$ cat src/rtl/mips_pkg.sv
// Shared definitions for the MIPS divide unit: FSM state encoding and default width.
package mips_pkg;

  localparam int unsigned DIV_WIDTH_DEFAULT = 32;

  typedef enum logic [1:0] {
    IDLE = 2'd0,
    CALC = 2'd1,
    FIX  = 2'd2
  } div_state_t;

endpackage

$ cat src/rtl/div_step.sv
// One restoring-division step: shift {rem,quo} left, trial-subtract divisor, keep or restore.
module div_step #(
  parameter int unsigned WIDTH = 32
) (
  input  logic [WIDTH-1:0] rem,
  input  logic [WIDTH-1:0] quo,
  input  logic [WIDTH-1:0] divisor,
  output logic [WIDTH-1:0] rem_next,
  output logic [WIDTH-1:0] quo_next
);

  logic [WIDTH:0] shifted;
  logic [WIDTH:0] trial;

  // rem stays below divisor, so the W+1-bit difference never overflows and its MSB is the borrow
  always_comb begin
    shifted = {rem, quo[WIDTH-1]};
    trial   = shifted - {1'b0, divisor};
    if (!trial[WIDTH]) begin
      rem_next = trial[WIDTH-1:0];
      quo_next = {quo[WIDTH-2:0], 1'b1};
    end else begin
      rem_next = shifted[WIDTH-1:0];
      quo_next = {quo[WIDTH-2:0], 1'b0};
    end
  end

endmodule

$ cat src/rtl/mips_div_unit.sv
// Multi-cycle MIPS DIV/DIVU unit (restoring, one bit per cycle).
// Signed DIV support is built only when MIPS_DIV_SIGNED_EN is defined.
module mips_div_unit
  import mips_pkg::*;
#(
  parameter int unsigned WIDTH = DIV_WIDTH_DEFAULT
) (
  input  logic             clk,
  input  logic             rst,
  input  logic             start,
  input  logic             is_signed,
  input  logic [WIDTH-1:0] dividend,
  input  logic [WIDTH-1:0] divisor,
  output logic             busy,
  output logic             done,
  output logic [WIDTH-1:0] quotient,
  output logic [WIDTH-1:0] remainder
);

  localparam int unsigned    CNT_W     = (WIDTH > 1) ? $clog2(WIDTH) : 1;
  localparam logic [CNT_W-1:0] LAST_STEP = CNT_W'(WIDTH - 1);

  div_state_t       state;
  logic [CNT_W-1:0] cnt;
  logic [WIDTH-1:0] rem_r, quo_r, dvs_r;
  logic [WIDTH-1:0] rem_nx, quo_nx;
  logic [WIDTH-1:0] quo_fix, rem_fix;

  div_step #(.WIDTH(WIDTH)) u_step (
    .rem      (rem_r),
    .quo      (quo_r),
    .divisor  (dvs_r),
    .rem_next (rem_nx),
    .quo_next (quo_nx)
  );

`ifdef MIPS_DIV_SIGNED_EN
  logic             neg_q, neg_r, dvs_zero;
  logic [WIDTH-1:0] dvd_mag, dvs_mag;

  // divide-by-zero keeps the raw all-ones quotient rather than a sign-corrected one
  always_comb begin
    dvd_mag = (is_signed && dividend[WIDTH-1]) ? -dividend : dividend;
    dvs_mag = (is_signed && divisor[WIDTH-1])  ? -divisor  : divisor;
    quo_fix = neg_q ? -quo_r : quo_r;
    rem_fix = neg_r ? -rem_r : rem_r;
    if (dvs_zero) quo_fix = '1;
  end
`else
  logic unused_is_signed;
  assign unused_is_signed = is_signed;

  always_comb begin
    quo_fix = quo_r;
    rem_fix = rem_r;
  end
`endif

  always_ff @(posedge clk) begin
    if (rst) begin
      state     <= IDLE;
      cnt       <= '0;
      rem_r     <= '0;
      quo_r     <= '0;
      dvs_r     <= '0;
      busy      <= 1'b0;
      done      <= 1'b0;
      quotient  <= '0;
      remainder <= '0;
`ifdef MIPS_DIV_SIGNED_EN
      neg_q     <= 1'b0;
      neg_r     <= 1'b0;
      dvs_zero  <= 1'b0;
`endif
    end else begin
      done <= 1'b0;
      case (state)
        IDLE: begin
          if (start) begin
            state <= CALC;
            busy  <= 1'b1;
            cnt   <= '0;
            rem_r <= '0;
`ifdef MIPS_DIV_SIGNED_EN
            quo_r    <= dvd_mag;
            dvs_r    <= dvs_mag;
            neg_q    <= is_signed & (dividend[WIDTH-1] ^ divisor[WIDTH-1]);
            neg_r    <= is_signed & dividend[WIDTH-1];
            dvs_zero <= is_signed & (divisor == '0);
`else
            quo_r <= dividend;
            dvs_r <= divisor;
`endif
          end
        end
        CALC: begin
          rem_r <= rem_nx;
          quo_r <= quo_nx;
          if (cnt == LAST_STEP) state <= FIX;
          else                  cnt   <= cnt + 1'b1;
        end
        FIX: begin
          quotient  <= quo_fix;
          remainder <= rem_fix;
          done      <= 1'b1;
          busy      <= 1'b0;
          state     <= IDLE;
        end
        default: state <= IDLE;
      endcase
    end
  end

endmodule

$ cat config.mk
export PLATFORM = sky130hd
export DESIGN_NAME = mips_div_unit
export DESIGN_NICKNAME = d
export VERILOG_FILES = /design/src/rtl/mips_pkg.sv /design/src/rtl/div_step.sv /design/src/rtl/mips_div_unit.sv
export SDC_FILE = /design/constraint.sdc
export NUM_CORES = 1
export LEC_CHECK = 0
export ABC_CLOCK_PERIOD_IN_PS = 4000
export BUFFER_PORTS_ARGS = -buffer_cell sky130_fd_sc_hd__buf_2
export CAP_MARGIN = 5
export CORE_MARGIN = 4
export CORE_UTILIZATION = 45
export CTS_BUF_LIST = sky130_fd_sc_hd__clkbuf_8
export DETAILED_ROUTE_END_ITERATION = 8
export HOLD_SLACK_MARGIN = 0.1
export PLACE_DENSITY = 0.78
export SYNTH_ARGS = -nofsm -noshare
export SYNTH_HDL_FRONTEND = slang
export SYNTH_SLANG_ARGS = --single-unit
$ cat constraint.sdc
create_clock -name clk -period 4 [get_ports clk]
set_input_delay 0.4 -clock clk [delete_from_list [all_inputs] [get_ports clk]]
set_output_delay 0.4 -clock clk [all_outputs]
set_load 0.02 [all_outputs]
# After elaboration in Yosys (flattened, before gate mapping)
# Cells that the tools add are included.
# op_classes
n_shift	0
n_reduce_logical	8
mul	0
div_mod_pow	0
n_eq_ne	6
mux	15
magnitude_cmp	0
n_addsub	2
bitwise_logic	0
# ops
cell	count
$pmux W32 S2	2
$mux W32	3
$sub A33 B32 Y33	1
$mux W5	2
$pmux W5 S2	1
$reduce_and A2 Y1	4
$ne A2 B2 Y1 const B	3
$add A5 B1 Y5 const B	1
$eq A5 B5 Y1 const B	1
$mux W2	2
$pmux W2 S2	1
$reduce_bool A2 Y1	2
$mux W1	3
$reduce_and A3 Y1	1
$eq A2 B1 Y1 const B	1
$eq A2 B2 Y1 const B	1
$logic_not A2 Y1	1
$pmux W1 S2	1
# word_totals
reg_bits	169
latchBits	0
memories	0
output_inout_bits	66
in_bits	68
mem_bits_rw	0
elab_cells	40
romBits	0

# Depth between registers and ports, before layout
# logic_depth
ltp_word	3
depth_mapped	14

# Hierarchy
# From an unflattened synthesis, not the netlist that was laid out.
# unflattened
cells_unflattened	983
area_unflattened_um2	8516.9
# by_module_without_submodules
mod	n_inst	cells_each	area_per_inst_um2
mips_div_unit	1	647	5925.7
div_step	1	336	2591.2

# Worst setup path after synthesis
# Ideal clock, no wire load.
# synth_timing
path_type	register to register
startpoint	reg quo_r[31], in the netlist quo_fix[31]
endpoint	reg rem_r[27], in the netlist rem_fix[27]
path_stages_with_launch	15
setup_ps	124
setup_slack_ps	988
arrival_time_ps	2888
synth_period_minus_slack_ps	3012
required_ps	3876
cell_sequence	dfxtp_1 inv_1 ha_1 inv_1 fa_1 a211oi_1 o21ai_2 o31a_2 a31oi_4 o41ai_4 a21oi_4 xnor2_4 buf_4 mux2i_1 o21ai_1
# synth_via
elab_chain_len	3
# synth_lines
element	line	rtl
from (decl)	mips_div_unit.sv:25	logic [WIDTH-1:0] rem_r, quo_r, dvs_r;
from (signal assigned)	mips_div_unit.sv:91	quo_r <= dividend;
from (signal assigned)	mips_div_unit.sv:98	quo_r <= quo_nx;
$sub A33 B32 Y33	div_step.sv:18	trial = shifted - {1'b0, divisor};
$mux W32	div_step.sv:19	if (!trial[WIDTH]) begin
$pmux W32 S2	mips_div_unit.sv:77	case (state)
to (signal assigned)	mips_div_unit.sv:97	rem_r <= rem_nx;
to (decl)	mips_div_unit.sv:25	
# No other way between the ends.
# A chain may end at the register's enable or synchronous reset.

# Worst setup path after layout
# layout_timing
startpoint	reg quo_r[31], in the netlist quo_fix[31]
endpoint	reg rem_r[12], in the netlist rem_fix[12]
# Same word-level chain as after synthesis.

==> results.json <==
{
  "cts.sinks": 169,
  "num_rows": 48,
  "grt_pass1_wl_mm": 31.8,
  "antenna_cells": 0,
  "cts_root_buf": "clkbuf_8",
  "cts_tree": "built",
  "crit_type": "reg -> reg",
  "whs_path_depth": 3,
  "drt_drc_violations_left": 0,
  "synth_largest_area_cell": "dfxtp_1",
  "antenna_found_initial": 0,
  "ios": 134,
  "grt_max_degree": 54,
  "period_share": 0.901,
  "r2r_end": "rem_fix[12]$_SDFFE_PP0P_",
  "worstSkewPairLatency_ns": 0.46,
  "maxSlewHeadroom": 0.360,
  "yosysMostFrequentCell": "dfxtp_1",
  "ys_ff_latch": 169,
  "maxCapViolations": 0,
  "final.setup.worst_slack_ns": 0.398,
  "syn-cell-area_sq_um": 7960,
  "grt_pass1_vias": 6495,
  "timing.final.hold_violations": 0,
  "synthFlopType": "dfxtp_1",
  "power.leakage_nw": 3.96,
  "start_util": 0.460,
  "ys_seq_area_frac": 0.425,
  "hold_start": "divisor[25]",
  "outcome": "finished clean",
  "yosysWarnings": 0,
  "rsz0062_at_grt": "no",
  "grt.overflow.total": 0,
  "post-place-ws_ns": 0.433,
  "reg2reg_depth": 14,
  "ant_nets": 0,
  "post_drt_via_cell_ratio": 5.52,
  "min_period_ns": 3.60,
  "r2r_slack_ns": 0.40,
  "cts_buffers": 17,
  "min_to": "dvs_r[25]$_SDFFE_PP0P_",
  "postCtsSetupBuffers": 0,
  "max_freq_ghz": 0.278,
  "drive_gt1_frac": 0.191,
  "worst_pin_slew_ns": 0.959,
  "startpoint_type": "register",
  "synthCells": 909,
  "syn-num-nets": 1012,
  "final_util": 0.529,
  "drt_first_pass_iters": 7,
  "cts-hold-fix-buffers": 0,
  "grt_usage": 0.192,
  "core_area_sq_um": 17300,
  "finalInstanceArea_sq_um": 9150,
  "ys_types": 59,
  "min-delay-path-class": "in -> reg",
  "avgSynthCellArea_sq_um": 8.75,
  "setup_viol": 0,
  "rr_startpoint": "quo_fix[31]$_SDFFE_PP0P_",
  "finalMaxSlewViolations": 0,
  "finalClockSkew_ns": 0.0140,
  "htree_levels": 4,
  "powerDensity_nw_per_um2": 607,
  "synth_edf_count": 0,
  "area_growth_syn_to_layout_pct": 15.0,
  "dpl-instance-area_sq_um": 8760,
  "io_buffers": 132,
  "hpwl_mm": 13.8,
  "ys_top_cells_by_count": "169 x dfxtp_1, 160 x nand2_1, 78 x a21oi_1",
  "ys_top_cells_by_area": "dfxtp_1 43%, nand2_1 7.5%, a22o_1 7.3%, ha_1 5.3%, a21oi_1 4.9%",
  "place_congestion": 0.897,
  "clockBufferDepth": 2,
  "crit_arrival_ns": 3.97,
  "path_clk_slew_ns": 0.10,
  "crit_required_ns": 4.36,
  "cts_repair_resize_count": 0,
  "worstSetupEndpointType": "register",
  "wl_per_cell_um": 15.8,
  "wirelength_mm": 19.6,
  "synth.top_cell.area_share": 0.425,
  "ir_drop_mv": 0.346,
  "die_y_um": 141,
  "final.setup.tns_ns": 0,
  "dr_total_vias": 6864,
  "path_max_fanout": 22,
  "die_area_sq_um": 19900,
  "fin_nets": 1108,
  "drtIter0Drc": 489,
  "die_w_um": 141,
  "synth-async-reset-ratio": 0
}
## state kept, by name (all words and copies together), names as in the netlist
| signal | count |
|---|---|
| dvs_r | 32 |
| quotient | 32 |
| remainder | 32 |
| cnt | 5 |
| quo_fix | 32 |
| rem_fix | 32 |
| done | 1 |
| state | 2 |
| busy | 1 |
## cell families (layout without fill, tap and decap cells)
logic type	count (synthesis)	in the layout	share of synthesized area
multiplexers	26	26	0.0327
flip-flops	169	169	0.425
AO/OA/AOI/OAI	280	280	0.256
AND/OR/NAND/NOR	262	262	0.140
buffers and inverters	106	215	0.0538
adder cells (fa/ha/maj)	35	35	0.0560
XOR/XNOR	31	31	0.0365
## per-stage QoR
step	hold slack [ns]	total power, mW	std cells
after CTS	0.141	5.56	1243
final	0.168	5.55	1243
after global routing	0.142	5.88	1243
after global placement	0.444	4.33	1211
after floorplan	0.436	3.97	909
after detailed placement	0.447	4.37	1211
## per-layer routing
metal  vias to the layer above  GRT usage  routed length, um
met2                       160      0.324               9360
li1                       3443          -                  -
met4                         0     0.0561                342
met1                      3234      0.248               8940
met5                         -          0                  0
met3                        27     0.0427                946
## power breakdown
part | internal [mW] | switching [mW] | total, mW
combinational | 1.13 | 1.31 | 2.43
clock | 0.466 | 0.715 | 1.18
sequential | 1.80 | 0.134 | 1.94
total | 3.39 | 2.16 | 5.55
## cell type report
type                            instances  area [sq um]
Clock buffer                           17           234
Clock inverter                         15           156
Fill cell                            1605          8150
Inverter                               40           150
Multi-Input combinational cell        634          4180
Sequential cell                       169          3380
Tap cell                              225           282
Timing Repair Buffer                  143           768
## worst max path at each step
| stage | start | depth (start not counted) | endpoint | slack [ns] |
|---|---|---|---|---|
| after CTS | quo_fix[31]$_SDFFE_PP0P_ | 14 | rem_fix[12]$_SDFFE_PP0P_ | 0.39 |
| after detailed placement | quo_fix[31]$_SDFFE_PP0P_ | 14 | rem_fix[14]$_SDFFE_PP0P_ | 0.43 |
| after floorplan | quo_fix[31]$_SDFFE_PP0P_ | 14 | rem_fix[27]$_SDFFE_PP0P_ | 0.99 |
| after global routing | quo_fix[31]$_SDFFE_PP0P_ | 14 | rem_fix[12]$_SDFFE_PP0P_ | 0.15 |
| after global placement | quo_fix[31]$_SDFFE_PP0P_ | 14 | rem_fix[17]$_SDFFE_PP0P_ | 0.52 |
| final | quo_fix[31]$_SDFFE_PP0P_ | 14 | rem_fix[12]$_SDFFE_PP0P_ | 0.40 |
## cells in the final DEF, fill, tap and decap left out, types with 3 or more instances in the layout
master,Yosys,layout
dfxtp_1,169,169
nand2_1,160,160
buf_2,3,132
a21oi_1,78,77
a22o_1,66,66
nor2_1,49,48
inv_1,40,40
ha_1,34,34
a311oi_1,31,31
mux2i_1,26,26
o21ai_0,25,25
a211oi_1,17,17
xnor2_1,17,17
clkbuf_8,0,17
xor2_1,13,13
a21o_1,13,13
buf_4,1,9
nand3_1,8,8
nor2b_1,8,7
nor3_1,7,7
nand4_1,6,6
a2bb2oi_1,6,6
inv_6,0,6
nand2b_1,7,5
and3_1,4,4
o21bai_1,4,4
a31oi_1,4,4
o211ai_1,3,3
and2_1,3,3
o21a_1,3,3
o31ai_1,3,3
o21ai_1,3,3
clkinv_8,0,3
## worst max-delay path: stages, from the launching register on
cell and delay (ns):
dfxtp_1 0.33, inv_1 0.07, ha_1 0.16, inv_1 0.05
fa_1 0.41, a211oi_1 0.36, o21ai_2 0.13, o31a_2 0.36
a31oi_4 0.25, o41ai_4 0.14, a21oi_4 0.26, xnor2_4 0.38
buf_12 0.25, mux2i_1 0.09, a211oi_1 0.27
Note: power is estimated with default switching activity, not from simulation.
